File: config.mk
export PLATFORM = sky130hd
export DESIGN_NAME = iterative_left_shifter
export DESIGN_NICKNAME = d
export VERILOG_FILES = /design/src/rtl/iterative_left_shifter.sv
export SDC_FILE = /design/constraint.sdc
export NUM_CORES = 1
export LEC_CHECK = 0
export ABC_AREA = 1
export CAP_MARGIN = 10
export CORE_MARGIN = 2
export CORE_UTILIZATION = 44
export DETAILED_ROUTE_END_ITERATION = 6
export GPL_TIMING_DRIVEN = 0
export PLACE_DENSITY = 0.85
export SETUP_SLACK_MARGIN = 0.4
export SYNTH_ARGS = -nofsm -noshare
export SYNTH_HDL_FRONTEND = slang
export SYNTH_SLANG_ARGS = --single-unit
File: constraint.sdc
create_clock -name clk -period 1.7 [get_ports clk]
set_input_delay 0.51 -clock clk [delete_from_list [all_inputs] [get_ports clk]]
set_output_delay 0.51 -clock clk [all_outputs]
set_load 0.1 [all_outputs]
File: src/rtl/iterative_left_shifter.sv
// Multi-cycle left shifter/rotator: accepts an operand over a valid/ready handshake,
// shifts one bit per clock, and presents the result over a second valid/ready handshake.
module iterative_left_shifter #(
  parameter int WIDTH   = 8,
  parameter int SHAMT_W = $clog2(WIDTH)
) (
  input  logic               clk,
  input  logic               rst,
  input  logic               in_valid,
  output logic               in_ready,
  input  logic [WIDTH-1:0]   in_data,
  input  logic [SHAMT_W-1:0] in_amount,
  input  logic               in_rotate,
  output logic               out_valid,
  input  logic               out_ready,
  output logic [WIDTH-1:0]   out_data,
  output logic               busy
);

  typedef enum logic [1:0] {
    IDLE  = 2'd0,
    SHIFT = 2'd1,
    DONE  = 2'd2
  } state_t;

  localparam logic [SHAMT_W-1:0] COUNT_ONE = SHAMT_W'(1);

  state_t             state;
  state_t             state_next;
  logic [WIDTH-1:0]   data;
  logic [SHAMT_W-1:0] count;
  logic               rotate;
  logic               accept;
  logic               shift_step;
  logic               fill;

  assign accept     = (state == IDLE) && in_valid;
  assign shift_step = (state == SHIFT) && (count != '0);
  assign fill       = rotate ? data[WIDTH-1] : 1'b0;

  always_ff @(posedge clk) begin
    if (rst) begin
      state <= IDLE;
    end else begin
      state <= state_next;
    end
  end

  always_comb begin
    state_next = state;
    case (state)
      IDLE: begin
        if (in_valid) begin
          state_next = SHIFT;
        end else begin
          state_next = IDLE;
        end
      end
      SHIFT: begin
        if (count == '0) begin
          state_next = DONE;
        end else begin
          state_next = SHIFT;
        end
      end
      DONE: begin
        if (out_ready) begin
          state_next = IDLE;
        end else begin
          state_next = DONE;
        end
      end
      default: state_next = IDLE;
    endcase
  end

  // Operand is captured only on the input handshake; later input changes are ignored.
  always_ff @(posedge clk) begin
    if (rst) begin
      data   <= '0;
      count  <= '0;
      rotate <= 1'b0;
    end else if (accept) begin
      data   <= in_data;
      count  <= in_amount;
      rotate <= in_rotate;
    end else if (shift_step) begin
      data   <= {data[WIDTH-2:0], fill};
      count  <= count - COUNT_ONE;
    end else begin
      data   <= data;
      count  <= count;
      rotate <= rotate;
    end
  end

  // All handshake outputs decode the state register only, so no input-to-output paths exist.
  assign in_ready  = (state == IDLE);
  assign out_valid = (state == DONE);
  assign busy      = (state != IDLE);
  assign out_data  = data;

endmodule

# == After elaboration in Yosys (flattened, before gate mapping) ==
# Cells that the tools add are included.
# totals
regBits,14
rom_bits,0
latch_bits,0
ram_bits,0
memories,0
wordCells,23
# classes
n_reduce_logical,7
n_mul,0
addsub,1
n_mux,9
magnitude_cmp,0
n_bitwise,0
div,0
n_eq_ne,2
shifts,0
# op_table
op,n
two-way mux 8 bit,2
two-way mux 3 bit,2
one-hot mux 2 bit (3 select lines),1
two-way mux 2 bit,2
nonzero test 2 bit,2
logical NOT 3 bit,1
nonzero test 3 bit,1
subtractor 3 x 1 -> 3 bit (second input constant),1
equality test 2 x 1 -> 1 bit (second input constant),1
equality test 2 bit (second input constant),1
logical AND 1 bit,2
logical NOT 2 bit,1
two-way mux 1 bit,2

# == Depth between registers and ports, before layout ==
# Gate-level depths: netlist of run 1.
# logic_depth
word_depth,4
mapped_depth,8
depth_no_buf,8

# == Worst setup path before layout of run 1 ==
# No wires, ideal clock.
# synth_path
path_kind,register to output
startpoint,reg state[1]
endpoint,out out_valid
arrival_ns,1.751
slack_ns,-0.561
path_stages_with_launch,3
cell_sequence,dfxtp_1 > inv_1 > nor2_1
# synth_via
elab_chain_cells,1
# synth_lines
item,line_no,rtl
from (decl),28,state_t state;
from (signal assigned),45,state <= state_next;
equality test 2 bit,99,assign out_valid = (state == DONE);
to (decl),14,"output logic out_valid,"
# Every way passes these cells.

# == Final worst setup path of run 1 ==
# layout_path
startpoint,reg state[1]
endpoint,out busy
# layout_via
elab_chain_cells,1
# layout_lines
item,line_no,rtl
nonzero test 2 bit,100,assign busy = (state != IDLE);
to (decl),17,output logic busy
# Every way passes these cells.

==> impl_results.md, run 1 <==
- Synth top area cells: dfxtp_1 (35%), nand3_1 (22%), nand2_1 (10%), inv_1 (8.5%), a21oi_1 (6.3%)
- Max Freq: ~590 MHz
- Hold Violations, Final: 0
- Vias: approximately 1000
- Non-Filler Instances: about 190
- Actual slew at the worst max-slew pin: between 0.2 and 0.3 ns
- First-pass GRT wire length: around 4300 um
- Routed Antenna Nets: 0
- Vias in the first global route: 972
- Final setup viols: 1
- Yosys Warn Count: 0
- Remaining Overflow, GRT: 0
- Number of flops mapped to enable cells by yosys: 0
- Fillers: 79
- Top cell type's share of synthesized area: ~35%
- Hold Path Class: reg -> reg
- Slew headroom: roughly 80%
- Synth top cells by count: nand3_1 (35), nand2_1 (21), inv_1 (18)
- Port Buffers: 26
- Die X: around 46 um
- CTS tree: built
- VDD IR max: roughly 0.74 mV
- CTS max path bufs: 2
- DR iter-0 viols: 54
- Period utilization: 100%
- DR WL/cell: between 15 and 20 um
- Number of buffers created by CTS: 3
- Clock latency on the worst-skew pair: 0.29 ns
- H-tree depth: 1
- Root buf cell: clkbuf_4
- Clock transition at path regs: ~0.090 ns
- Status: complete, but fails checks
- ANT cells: 0
- Post-synthesis instance total: 116
- Final #Nets: 183
- PnR worst setup slack: -0.00777 ns
- Worst setup SP type: flip-flop
- Area after DPL: roughly 1100 um2
- DP Cell Count: approximately 170
- Post-Route WL: around 3200 um
- Die area: between 2000 and 2500 um2
- Final slew viol count: 0
- # DRC: 0
- Crit Path Category: reg -> out
- Max-Cap Viols: 0
- Synth cell types: 16
- Overall Global Routing Usage: ~29%
- Arrival @ worst endpoint: 1.20 ns
- Initial antenna violation count: 0
- Post-DP HPWL: ~1500 um
- Max FO, Critical Path: 4
- Die height: approximately 46 um
- Largest net degree at the start of global routing: 11
- Sequential fraction of the synthesis area: 35.4%
- Asr flop ratio synth: 0%
- Core Area: approximately 1700 um2
- Clk_skew: about 0.00076 ns
- Final instance area: around 1500 um2
- P_leak: between 0.6 and 0.7 nW
- Syn nets: 134
- Setup TNS: -0.00777 ns
- Seq cells post-synth: 14
- CP Capture Type: primary output
- Drt first pass iters: 4
- Post-Route Utilization: 86.9%
- Synth Flop Type: dfxtp_1
- Failing checks: setup timing
- Synth area leader: dfxtp_1
- Num ports: 27
- Min Clock Period, post-route: roughly 1.7 ns
- Initial core utilization: a little under half
- Clk sinks: 14
- Pwr dens: ~930 nW/um2
- RSZ-0062 raised after global routing: yes
- GPL Wtd Cong: 0.744
- Syn Area/Cell: 6.83 um2
- Share of cells above drive strength 1: 41.1%
- Synth-to-layout area growth: 87.4%
- Synthesized cell area: 792 um2
- Site Rows: 15
- WP data required: 1.19 ns
- Most common cell in the netlist: nand3_1
- Routed vias/inst: about 5.5
==> worst max-delay path: stages, from the launching register on <==
cell and delay [ns]:
dfxtp_4 0.37, nor2_4 0.15, buf_12 0.12, clkinvlp_4 0.09, buf_12 0.17
==> registers in the layout, indices dropped and copies added (netlist names) <==
signal,flops
rotate,1
count,3
state,2
out_data,8
==> layout make-up <==
class / count / area [um2] / area share [%]
timing repair buffer: 43 / 507 / 34.1
sequential: 14 / 303 / 20.4
multi-input combinational: 79 / 489 / 33.0
buffer: 4 / 47.5 / 3.20
clock buffer: 3 / 22.5 / 1.52
inverter: 20 / 83.8 / 5.65
tap: 25 / 31.3 / 2.11
==> placed cells by master, fill, tap and decap left out, types with 2 or more instances in the layout <==
cell	n
inv_1	16
nand3_1	31
buf_4	12
buf_6	8
a21oi_1	6
dfxtp_2	6
a21oi_2	4
dfxtp_1	4
inv_4	2
buf_12	11
nand3_2	4
clkbuf_4	3
nand2_1	21
nor2_4	3
dfxtp_4	4
clkdlybuf4s50_1	14
nand2_4	4
nor2_1	2
==> kinds of logic after synthesis <==
group           Yosys count  share of synthesized area, %
simple gates             66                          42.2
flops                    14                          35.4
buf+inv                  24                          13.0
compound gates           10                          6.32
fa+ha+maj                 2                          3.16
==> what timing repair did <==
| action | 4_1_cts | 5_1_grt |
|---|---|---|
| hold buffers | 0 | 0 |
| resized for setup | 108 | 18 |
| buffers inserted | 14 | 3 |
| pin swaps | 3 | 9 |
| endpoints found under the hold margin | 0 | 0 |
| cloned | 0 | 1 |
| setup endpoints to repair | 25 | 23 |
==> path summary, 6_finish.rpt <==
path	startpoint	endpoint	slack (ns)	cells past startpoint
worst max-delay path	state[1]$_SDFF_PP0_	busy	-0.008	4
worst min-delay path	rotate$_SDFFE_PP0P_	rotate$_SDFFE_PP0P_	0.48	2
worst max register to register	state[1]$_SDFF_PP0_	count[2]$_SDFFE_PP0P_	0.39	9
worst min register to register	rotate$_SDFFE_PP0P_	rotate$_SDFFE_PP0P_	0.48	2
==> per-layer routing <==
| metal | track usage [%] | up-vias | routed length [um] |
|---|---|---|---|
| met4 | 18.3 | 0 | 116 |
| met1 | 32.0 | 494 | 1220 |
| li1 | - | 472 | - |
| met3 | 5.88 | 11 | 156 |
| met5 | 0 | - | 0 |
| met2 | 50.6 | 51 | 1710 |
==> where the power goes <==
part,total (mW),switching [mW],internal [mW]
sequential,0.401,0.0358,0.365
clock,0.202,0.119,0.0824
combinational,0.784,0.482,0.302
==> metrics by stage <==
stage | setup slack, ns | total power [mW] | hold slack (ns)
floorplan | -0.00155 | 0.815 | 0.439
global placement | -0.668 | 0.941 | 0.449
detailed placement | -0.686 | 0.953 | 0.460
CTS | 0.0206 | 1.27 | 0.472
global route | -0.0352 | 1.44 | 0.510
finish | -0.00777 | 1.39 | 0.480
Note: power is estimated with default switching activity, not from simulation.
==> inputs of run 2 (changes only) <==
--- a/config.mk
+++ b/config.mk
@@ -11,7 +11,7 @@
 export CORE_UTILIZATION = 44
 export DETAILED_ROUTE_END_ITERATION = 6
 export GPL_TIMING_DRIVEN = 0
-export PLACE_DENSITY = 0.85
+export PLACE_DENSITY = 0.78
 export SETUP_SLACK_MARGIN = 0.4
 export SYNTH_ARGS = -nofsm -noshare
 export SYNTH_HDL_FRONTEND = slang
==> impl_results.md, run 2 (synthesized netlist as in run 1, its figures left out) <==
- CTS max path bufs: 2 (unchanged)
- # DRC: 0 (unchanged)
- CTS tree: built
- Remaining Overflow, GRT: 0 (unchanged)
- Vias: 974 (-5.3%)
- Clock latency on the worst-skew pair: 0.29 ns (about the same)
- Slew headroom: 79.0% (-1.7 points)
- Clk_skew: 0.0125 ns (+0.0118 ns)
- Clock transition at path regs: 0.10 ns (about the same)
- Max Freq: 603 MHz (+2.9%)
- Root buf cell: clkbuf_4
- VDD IR max: 0.659 mV (-10%)
- DR iter-0 viols: 16 (-70%)
- Max-Cap Viols: 0 (unchanged)
- P_leak: 0.675 nW (+0.73%)
- First-pass GRT wire length: 3680 um (-14%)
- Die height: 46.4 um (unchanged)
- Die X: 46.4 um (unchanged)
- Min Clock Period, post-route: 1.66 ns (-0.0484 ns)
- DR WL/cell: 14.1 um (-17%)
- Most frequent cells in the layout: nand3_1 (35), nand2_1 (21), buf_4 (17), inv_1 (16), clkdlybuf4s50_1 (14)
- Num ports: 27 (unchanged)
- Final #Nets: 185 (+1.1%)
- Post-DP HPWL: 1420 um (-4.1%)
- Max FO, Critical Path: 3 (-1)
- Synth-to-layout area growth: 85.6%
- Area after DPL: 1120 um2 (unchanged)
- ANT cells: 0 (unchanged)
- Final setup viols: 0 (-1)
- Routed vias/inst: 5.10 (-6.7%)
- Largest net degree at the start of global routing: 11 (unchanged)
- Period utilization: 97.6% (-2.8 points)
- GPL Wtd Cong: 0.792 (+6.5%)
- Status: complete, no violations
- WP data required: 1.19 ns (about the same)
- Site Rows: 15 (unchanged)
- Final instance area: 1470 um2 (-0.93%)
- RSZ-0062 raised after global routing: yes
- Post-Route WL: 2690 um (-16%)
- Crit Path Category: reg -> out
- Port Buffers: 26 (unchanged)
- Drt first pass iters: 4 (unchanged)
- Max reg flops: 8 (unchanged)
- Final slew viol count: 0 (unchanged)
- Vias in the first global route: 864 (-11%)
- Hold_buf cts: 0 (unchanged)
- Core Area: 1710 um2 (unchanged)
- Routed Antenna Nets: 0 (unchanged)
- Clk sinks: 14 (unchanged)
- CP Capture Type: primary output
- Die area: 2160 um2 (unchanged)
- Initial core utilization: 46.4% (unchanged)
- Hold Path Class: reg -> reg
- Arrival @ worst endpoint: 1.15 ns (-0.05 ns)
- Hold Violations, Final: 0 (unchanged)
- Actual slew at the worst max-slew pin: 0.315 ns (+0.0260 ns)
- Post-Route Utilization: 86.1% (-0.81 points)
- Overall Global Routing Usage: 24.0% (-5.2 points)
- Share of cells above drive strength 1: 38.0% (-3.2 points)
- Pwr dens: 956 nW/um2 (+2.3%)
- Initial antenna violation count: 0 (unchanged)
- Worst setup SP type: flip-flop
- H-tree depth: 1 (unchanged)
- Number of buffers created by CTS: 3 (unchanged)
- Most common cell after layout, fill and taps aside: nand3_1
run 2: where the power goes:
| group | leakage, nW | switching [mW] | total [mW] | internal, mW |
|---|---|---|---|---|
| Combinational | 0.534 | 0.454 | 0.760 | 0.306 |
| Clock | 0.0210 | 0.118 | 0.249 | 0.130 |
| Sequential | 0.120 | 0.0307 | 0.397 | 0.366 |
| Total | 0.675 | 0.603 | 1.41 | 0.802 |
run 2: timing repair:
item / 4_1_cts / 5_1_grt
setup endpoints to repair: 25 / 21
pin swaps: 2 / 4
resized for setup: 105 / 8
endpoints found under the hold margin: 0 / 0
gates cloned: 0 / 2
setup buffers: 13 / 5
run 2: critical path, cell delays in order (launching register included):
cell and delay (ns):
dfxtp_4 0.36, nor2_4 0.14, buf_12 0.12, clkinvlp_4 0.08, buf_12 0.17
run 2: metrics by stage:
| stage | total power, mW | worst slack [ns] | std cells | hold slack [ns] | TNS (ns) |
|---|---|---|---|---|---|
| 2_1_floorplan | 0.815 | -0.00155 | 116 | 0.439 | -0.00155 |
| 3_3_place_gp | 0.942 | -0.672 | 167 | 0.450 | -4.08 |
| 3_5_place_dp | 0.950 | -0.681 | 167 | 0.458 | -4.23 |
| 4_1_cts | 1.30 | 0.0428 | 184 | 0.471 | 0 |
| 5_1_grt | 1.47 | 0.00183 | 191 | 0.498 | 0 |
| 6_report | 1.41 | 0.0406 | 191 | 0.472 | 0 |
run 2: worst paths after layout:
check	cells past startpoint	from	slack (ns)	to
worst min-delay path	2	rotate$_SDFFE_PP0P_	0.47	rotate$_SDFFE_PP0P_
worst min register to register	2	rotate$_SDFFE_PP0P_	0.47	rotate$_SDFFE_PP0P_
worst max-delay path	4	state[0]$_SDFF_PP0_	0.04	busy
worst max register to register	7	state[0]$_SDFF_PP0_	0.41	out_data[4]$_SDFFE_PP0P_
run 2: final cells by class:
class                           instances  area [um2]
Tap cell                               25        31.3
Inverter                               20        78.8
Multi-Input combinational cell         79         462
Buffer                                  4        43.8
Fill cell                              88         238
Clock buffer                            4        36.3
Sequential cell                        14         300
Timing Repair Buffer                   45         518
run 2: layer usage:
| metal | vias to the layer above | share of wire, % | global-route usage [%] |
|---|---|---|---|
| li1 | 480 | - | - |
| met1 | 449 | 42 | 30.3 |
| met2 | 34 | 50 | 39.2 |
| met3 | 11 | 4.5 | 5.10 |
| met4 | 0 | 3.5 | 9.71 |
| met5 | - | 0 | 0 |
